[src/rtl/serial_adder.sv]
// Bit-serial adder: one full-adder cell, registered carry, LSB first.
// Ports: clk, rst (sync, high), start/a/b/c_in in; busy/done/sum/carry/ovf out.
// SERIAL_ADDER_OVF_EN enables the signed-overflow flag; otherwise ovf is 0.
module serial_adder #(
  parameter int WIDTH = 8
) (
  input  logic             clk,
  input  logic             rst,
  input  logic             start,
  input  logic [WIDTH-1:0] a,
  input  logic [WIDTH-1:0] b,
  input  logic             c_in,
  output logic             busy,
  output logic             done,
  output logic [WIDTH-1:0] sum,
  output logic             carry,
  output logic             ovf
);

  localparam int CW = $clog2(WIDTH) + 1;

  localparam logic [1:0] IDLE = 2'd0;
  localparam logic [1:0] RUN  = 2'd1;
  localparam logic [1:0] DONE = 2'd2;

  logic [1:0]       state;
  logic [WIDTH-1:0] a_sh;
  logic [WIDTH-1:0] b_sh;
  logic [WIDTH-1:0] s_sh;
  logic             cy;
  logic [CW-1:0]    cnt;

  logic             fa_s;
  logic             fa_c;
  logic [WIDTH-1:0] s_nxt;
  logic             load;
  logic             last;

  assign fa_s  = a_sh[0] ^ b_sh[0] ^ cy;
  assign fa_c  = (a_sh[0] & b_sh[0]) |
                 (a_sh[0] & cy) |
                 (b_sh[0] & cy);
  assign s_nxt = {fa_s, s_sh[WIDTH-1:1]};

  // start is honoured in IDLE and DONE, never mid-operation
  assign load = start && (state != RUN);
  assign last = (state == RUN) &&
                (cnt == CW'(WIDTH - 1));

  assign busy = (state == RUN);
  assign done = (state == DONE);

  always_ff @(posedge clk) begin
    if (rst) begin
      state <= IDLE;
      a_sh  <= '0;
      b_sh  <= '0;
      s_sh  <= '0;
      cy    <= 1'b0;
      cnt   <= '0;
      sum   <= '0;
      carry <= 1'b0;
    end else if (load) begin
      state <= RUN;
      a_sh  <= a;
      b_sh  <= b;
      s_sh  <= '0;
      cy    <= c_in;
      cnt   <= '0;
    end else begin
      case (state)
        RUN: begin
          a_sh <= {1'b0, a_sh[WIDTH-1:1]};
          b_sh <= {1'b0, b_sh[WIDTH-1:1]};
          s_sh <= s_nxt;
          cy   <= fa_c;
          cnt  <= cnt + 1'b1;
          if (last) begin
            sum   <= s_nxt;
            carry <= fa_c;
            state <= DONE;
          end
        end
        default: state <= IDLE;
      endcase
    end
  end

`ifdef SERIAL_ADDER_OVF_EN
  // cy is the carry into the MSB while the MSB is processed
  always_ff @(posedge clk) begin
    if (rst) begin
      ovf <= 1'b0;
    end else if (last) begin
      ovf <= cy ^ fa_c;
    end
  end
`else
  assign ovf = 1'b0;
`endif

endmodule

[config.mk]
export PLATFORM = sky130hd
export DESIGN_NAME = serial_adder
export DESIGN_NICKNAME = d
export VERILOG_FILES = /design/src/rtl/serial_adder.sv
export SDC_FILE = /design/constraint.sdc
export NUM_CORES = 1
export LEC_CHECK = 0
export BUFFER_PORTS_ARGS = -buffer_cell sky130_fd_sc_hd__buf_2
export CAP_MARGIN = 20
export CORE_AREA = 2 2 45 88
export DETAILED_ROUTE_END_ITERATION = 10
export DIE_AREA = 0 0 47 90
export GPL_ROUTABILITY_DRIVEN = 0
export PLACE_DENSITY_LB_ADDON = 0.25
export SLEW_MARGIN = 20
export SYNTH_ARGS = -nofsm -noshare
export SYNTH_HDL_FRONTEND = slang
export SYNTH_SLANG_ARGS = --single-unit
[constraint.sdc]
create_clock -name clk -period 1.4 [get_ports clk]
set_clock_uncertainty 0.1 [all_clocks]
set_input_delay 0.28 -clock clk [delete_from_list [all_inputs] [get_ports clk]]
set_output_delay 0.28 -clock clk [all_outputs]
set_load 0.01 [all_outputs]
; Word level (Yosys, flattened, before mapping)
; Index checks and enable logic that the tools add are counted.
[totals]
regBits = 40
inputBits = 20
out_inout_bits = 12
wordCells = 39
[classes]
add_sub_neg = 1
eq_ne = 5
mux = 9
bitwise_logic = 9
reduce_logical = 6
[op_table]
columns = op, n
row1 = two-way mux 8 bit, 4
row2 = two-way mux 1 bit, 5
row3 = adder 4 x 1 -> 4 bit (second input constant), 1
row4 = equality test 4 x 3 -> 1 bit (second input constant), 1
row5 = AND 1 bit, 3
row6 = inequality test 3 x 1 -> 1 bit (second input constant), 1
row7 = AND reduction 3 bit, 1
row8 = OR reduction 3 bit, 1
row9 = equality test 2 x 1 -> 1 bit (second input constant), 1
row10 = equality test 2 bit (second input constant), 1
row11 = logical AND 1 bit, 2
row12 = inequality test 2 x 1 -> 1 bit (second input constant), 1
row13 = inverter 1 bit, 2
row14 = bitwise OR 1 bit, 2
row15 = nonzero test 2 bit, 1
row16 = OR reduction 2 bit, 1
row17 = bitwise XOR 1 bit, 2

; Depth between registers and ports, before layout
[logic_depth]
depth_word = 5
mapped_depth = 5
depth_no_buf = 4

; Worst setup path before layout
; Ideal clock, no wire load.
[synth_timing]
kind = register to register
startpoint = reg cnt[0]
endpoint = reg carry
setup_time_ns = 0.060
arrival_time_ns = 1.118
required_time_ns = 1.240
path_slack_ns = 0.122
path_stages_with_launch = 4
n_path_buf = 0
period_less_slack_ns = 1.278
path_cell_list = dfxtp_1 > ha_1 > nor4b_4 > a22o_1
[synth_between]
elab_chain_cells = 3
[synth_rtl]
columns = element, line_no
row1 = "start, declared", 31  ; logic [CW-1:0] cnt;
row2 = "start signal, assigned", 77  ; cnt <= cnt + 1'b1;
row3 = equality test 4 x 3 -> 1 bit, 48  ; (cnt == CW'(WIDTH - 1));
row4 = logical AND 1 bit, 47  ; assign last = (state == RUN) &&
row5 = AND reduction 3 bit (no source line), n/a
row6 = "end signal, assigned", 62  ; carry <= 1'b0;
row7 = "end signal, assigned", 80  ; carry <= fa_c;
row8 = "end, declared", 16  ; output logic carry,
; Every way passes these cells.
; A chain may end at the register's enable or synchronous reset.

; Final worst setup path
[layout_timing]
startpoint = reg state[1]
endpoint = out busy
[layout_between]
elab_chain_cells = 1
[layout_rtl]
columns = element, line_no
row1 = "start, declared", 26  ; logic [1:0] state;
row2 = "start signal, assigned", 55  ; state <= IDLE;
row3 = "start signal, assigned", 64  ; state <= RUN;
row4 = "start signal, assigned", 81  ; state <= DONE;
row5 = equality test 2 x 1 -> 1 bit, 50  ; assign busy = (state == RUN);
row6 = "end, declared", 13  ; output logic busy,
; Every way passes these cells.

==> key figures <==
Route
  • DR pass1 iterations: 4
  • Wire length on met1: about 1300 um
  • First DRT Iteration DRCs: 22
  • Routed vias: 1206
  • WL per Instance: between 10 and 15 um
  • Final wirelength: about 3200 um
  • Met3 wire length: roughly 120 um
  • Met2 wire len: roughly 1700 um
  • Vias per inst: about 5
  • DR top layer: met4
  • DRC: 0
  • Detail Route Antenna Nets: 0

Setup path
  • Crit path launch type: flop
  • R2R Setup Slk: 0.01 ns
  • CP endpoint kind: primary output
  • R2R depth: 3
  • Worst Path Required: ~1.0 ns
  • R2r startpoint: cnt[0]$_SDFFE_PP0N_
  • Max stage delay on crit path: 0.34 ns
  • Crit Path Max Fanout: 3
  • CP arrival: roughly 1.0 ns
  • Slowest-stage cell, CP: dfxtp_2
  • Crit path top cell by count: buf_6
  • Crit. Startpoint: state[1]$_SDFFE_PP0P_
  • Worst path cell trace: nand2b_4 > inv_4 > buf_6 > buf_6
  • Crit Path Category: flop to primary output

Synthesis
  • Synth unique cells: 27
  • Seq/Total Area, Yosys: 50.77%
  • Synthesized area: 1538 um^2
  • Synth Register Bits: 39
  • Syn_nets: ~180
  • Leading area contributor after synthesis: dfxtp_1
  • Ys Warns: 0
  • Synth top area cells: dfxtp_1 (51%), mux2i_1 (11%), a211oi_1 (7.3%)
  • Mapped Avg Cell Area: 10.05 um^2
  • Synth top area share: around half
  • Synth Instances: between 150 and 200

Cells and area
  • Diode count: 0
  • Fraction of layout cells with a size suffix above 1: between 20% and 30%
  • Fin area: 1953 um^2
  • # nets final: 213
  • Post-layout util: between 50% and 60%
  • Synth-to-layout area growth: 27.01%
  • Register area: between 700 and 800 um^2
  • Multi-input logic area: 699.4 um^2
  • FILL cells: 347

Clocking
  • CTS H-tree depth: 2
  • Total clock buffers created by CTS: 5
  • CTS tree: built
  • Root buffer cell: clkbuf_8
  • Worst-path clk slew: 0.08 ns
  • Clock buffer depth: 2
  • Clock Latency Late Sink: around 0.30 ns
  • Clock sinks: 39
  • # hold bufs at CTS: 0

Place
  • Placed Area: approximately 1800 um^2
  • DP HPWL: roughly 2300 um
  • Port Buf Inserts: 30

Power and ir drop
  • Pwr per Cell Area: ~1300 nW/um^2
  • Leak: 0.8397 nW
  • VDD IR-drop max: around 1200 uV

Timing
  • RSZ-0062 raised after global routing: true
  • Tcrit/Tclk final: 101.4%
  • Final min period: 1.420 ns
  • Final Hold Fails: 0
  • Finish-stage setup viols: 1
  • Final worst slack: -0.01989 ns
  • Top achievable clock speed: between 700 and 800 MHz
  • Final Max Slew Viols: 0

Floorplanning
  • DIE AREA: ~4200 um^2
  • # rows: 31
  • Initial Util: around 43%
  • Die Span Y: roughly 90 um
  • Core area: 3568 um^2
  • # IOs: 32
  • DIE WIDTH: ~47 um

Global route
  • First-pass GRT wire length: 5340 um
  • All-Layer GR Usage: 17.31%
  • Antenna violations before repair: 0
  • Largest net degree at the start of global routing: 19
  • Number of global-route vias before repair: 1199
  • Grt ovf: 0

Status
  • Status: finished with violations
  • Failing checks: setup timing

Hold path
  • Hold Startpoint: b[7]
  • Worst hold path cell count: 3
  • Min-Delay Path Class: input pin to flop

Flow run
  • Max-cap viol count: 0
worst paths after layout:
| path | endpoint |
|---|---|
| min reg2reg | s_sh[1]$_SDFFE_PP0N_ |
| min | b_sh[7]$_SDFFE_PP0P_ |
| max reg2reg | state[0]$_SDFFE_PP0P_ |
| max | busy |
per-stage QoR:
step                      instances  setup WS [ns]  setup TNS [ns]  hold slack (ns)  power (mW)
after global routing            241       -0.05863         -0.5300           0.2037       2.647
final                           241       -0.01989        -0.01989           0.1696       2.539
after CTS                       241       -0.01533        -0.01533           0.1712       2.570
after floorplan                 153         0.1221               0           0.2887       1.358
after detailed placement        231       0.009408               0           0.3481       1.441
after global placement          231        0.09374               0           0.3425       1.432
layout by cell type (no fill, tap or decap), drive strengths merged:
| cell type | netlist | routed |
|---|---|---|
| nand2b | 1 | 1 |
| bufinv | 0 | 2 |
| nor4b | 1 | 1 |
| a211oi | 15 | 15 |
| nor2b | 1 | 1 |
| a41oi | 1 | 1 |
| or3 | 1 | 1 |
| o21ai | 1 | 1 |
| nand3b | 2 | 2 |
| nor3 | 2 | 2 |
| clkinvlp | 0 | 1 |
| inv | 2 | 2 |
| buf | 10 | 42 |
| o21a | 1 | 1 |
| xnor2 | 1 | 1 |
| a22o | 9 | 9 |
| a21oi | 9 | 9 |
| nand2 | 17 | 17 |
| dfxtp | 39 | 39 |
| ha | 1 | 1 |
| fa | 1 | 1 |
| xor2 | 1 | 1 |
| a21o | 1 | 1 |
| mux2i | 17 | 17 |
| conb | 1 | 1 |
| nor2 | 17 | 17 |
| clkbuf | 1 | 5 |
critical path: cells and delay by family, from the launching register on:
family        cells  cell delay, ns
flops             1            0.34
buf+inv           3            0.26
simple gates      1            0.15
synthesized netlist by cell type:
library cell / instances
conb_1: 1
inv_1: 2
dfxtp_1: 39
nand2b_1: 1
xor2_1: 1
nor2_1: 17
buf_4: 3
o21ai_0: 1
buf_1: 3
buf_2: 4
nor4b_4: 1
nor2b_1: 1
or3_1: 1
nand3b_1: 2
a41oi_2: 1
a21oi_1: 9
fa_1: 1
ha_1: 1
nor3_1: 2
a21o_1: 1
mux2i_1: 17
nand2_1: 17
a22o_1: 9
a211oi_1: 15
clkbuf_1: 1
o21a_1: 1
xnor2_1: 1
power by group:
| part | switching, mW | leakage (nW) | internal (mW) |
|---|---|---|---|
| combinational | 0.124 | 0.456 | 0.116 |
| clock | 0.401 | 0.0644 | 0.710 |
| sequential | 0.0297 | 0.319 | 1.16 |
cell type report:
type | count | area share [%]
clock inverters | 3 | 3.459
multi-input cells | 101 | 35.81
clock buffers | 5 | 3.523
well taps | 49 | 3.139
flip-flops and latches | 39 | 40.10
repair buffers | 42 | 13.45
inverters | 2 | 0.5125
metal layers:
metal / track usage [%] / vias up
met2: 29.00 / 24
li1: - / 609
met1: 18.31 / 568
met4: 8.333 / 0
met3: 5.221 / 5
met5: 0 / -
cells by family (layout without fill, tap and decap cells):
kind of cell    count (synthesis)  after routing  synth area share, %
buf+inv                        13             52                4.231
fa+ha+maj                       2              2                2.115
other cells                     1              1               0.2439
flops                          39             39                50.77
simple gates                   42             42                12.69
xor+xnor                        2              2                1.139
mux                            17             17                11.07
compound gates                 37             37                17.74
state kept, by name (all words and copies together) (netlist names):
| name | cells |
|---|---|
| a_sh | 8 |
| cy | 1 |
| b_sh | 8 |
| cnt | 4 |
| sum | 8 |
| carry | 1 |
| s_sh | 7 |
| state | 2 |
timing repair:
| item | in CTS | in global routing |
|---|---|---|
| endpoints found under the hold margin | 0 | 0 |
| resized for setup | 7 | 0 |
| pin swaps | 0 | 0 |
| setup buffers | 2 | 0 |
| endpoints found under the setup margin | 7 | 13 |
(Power assumes the default switching activity.)
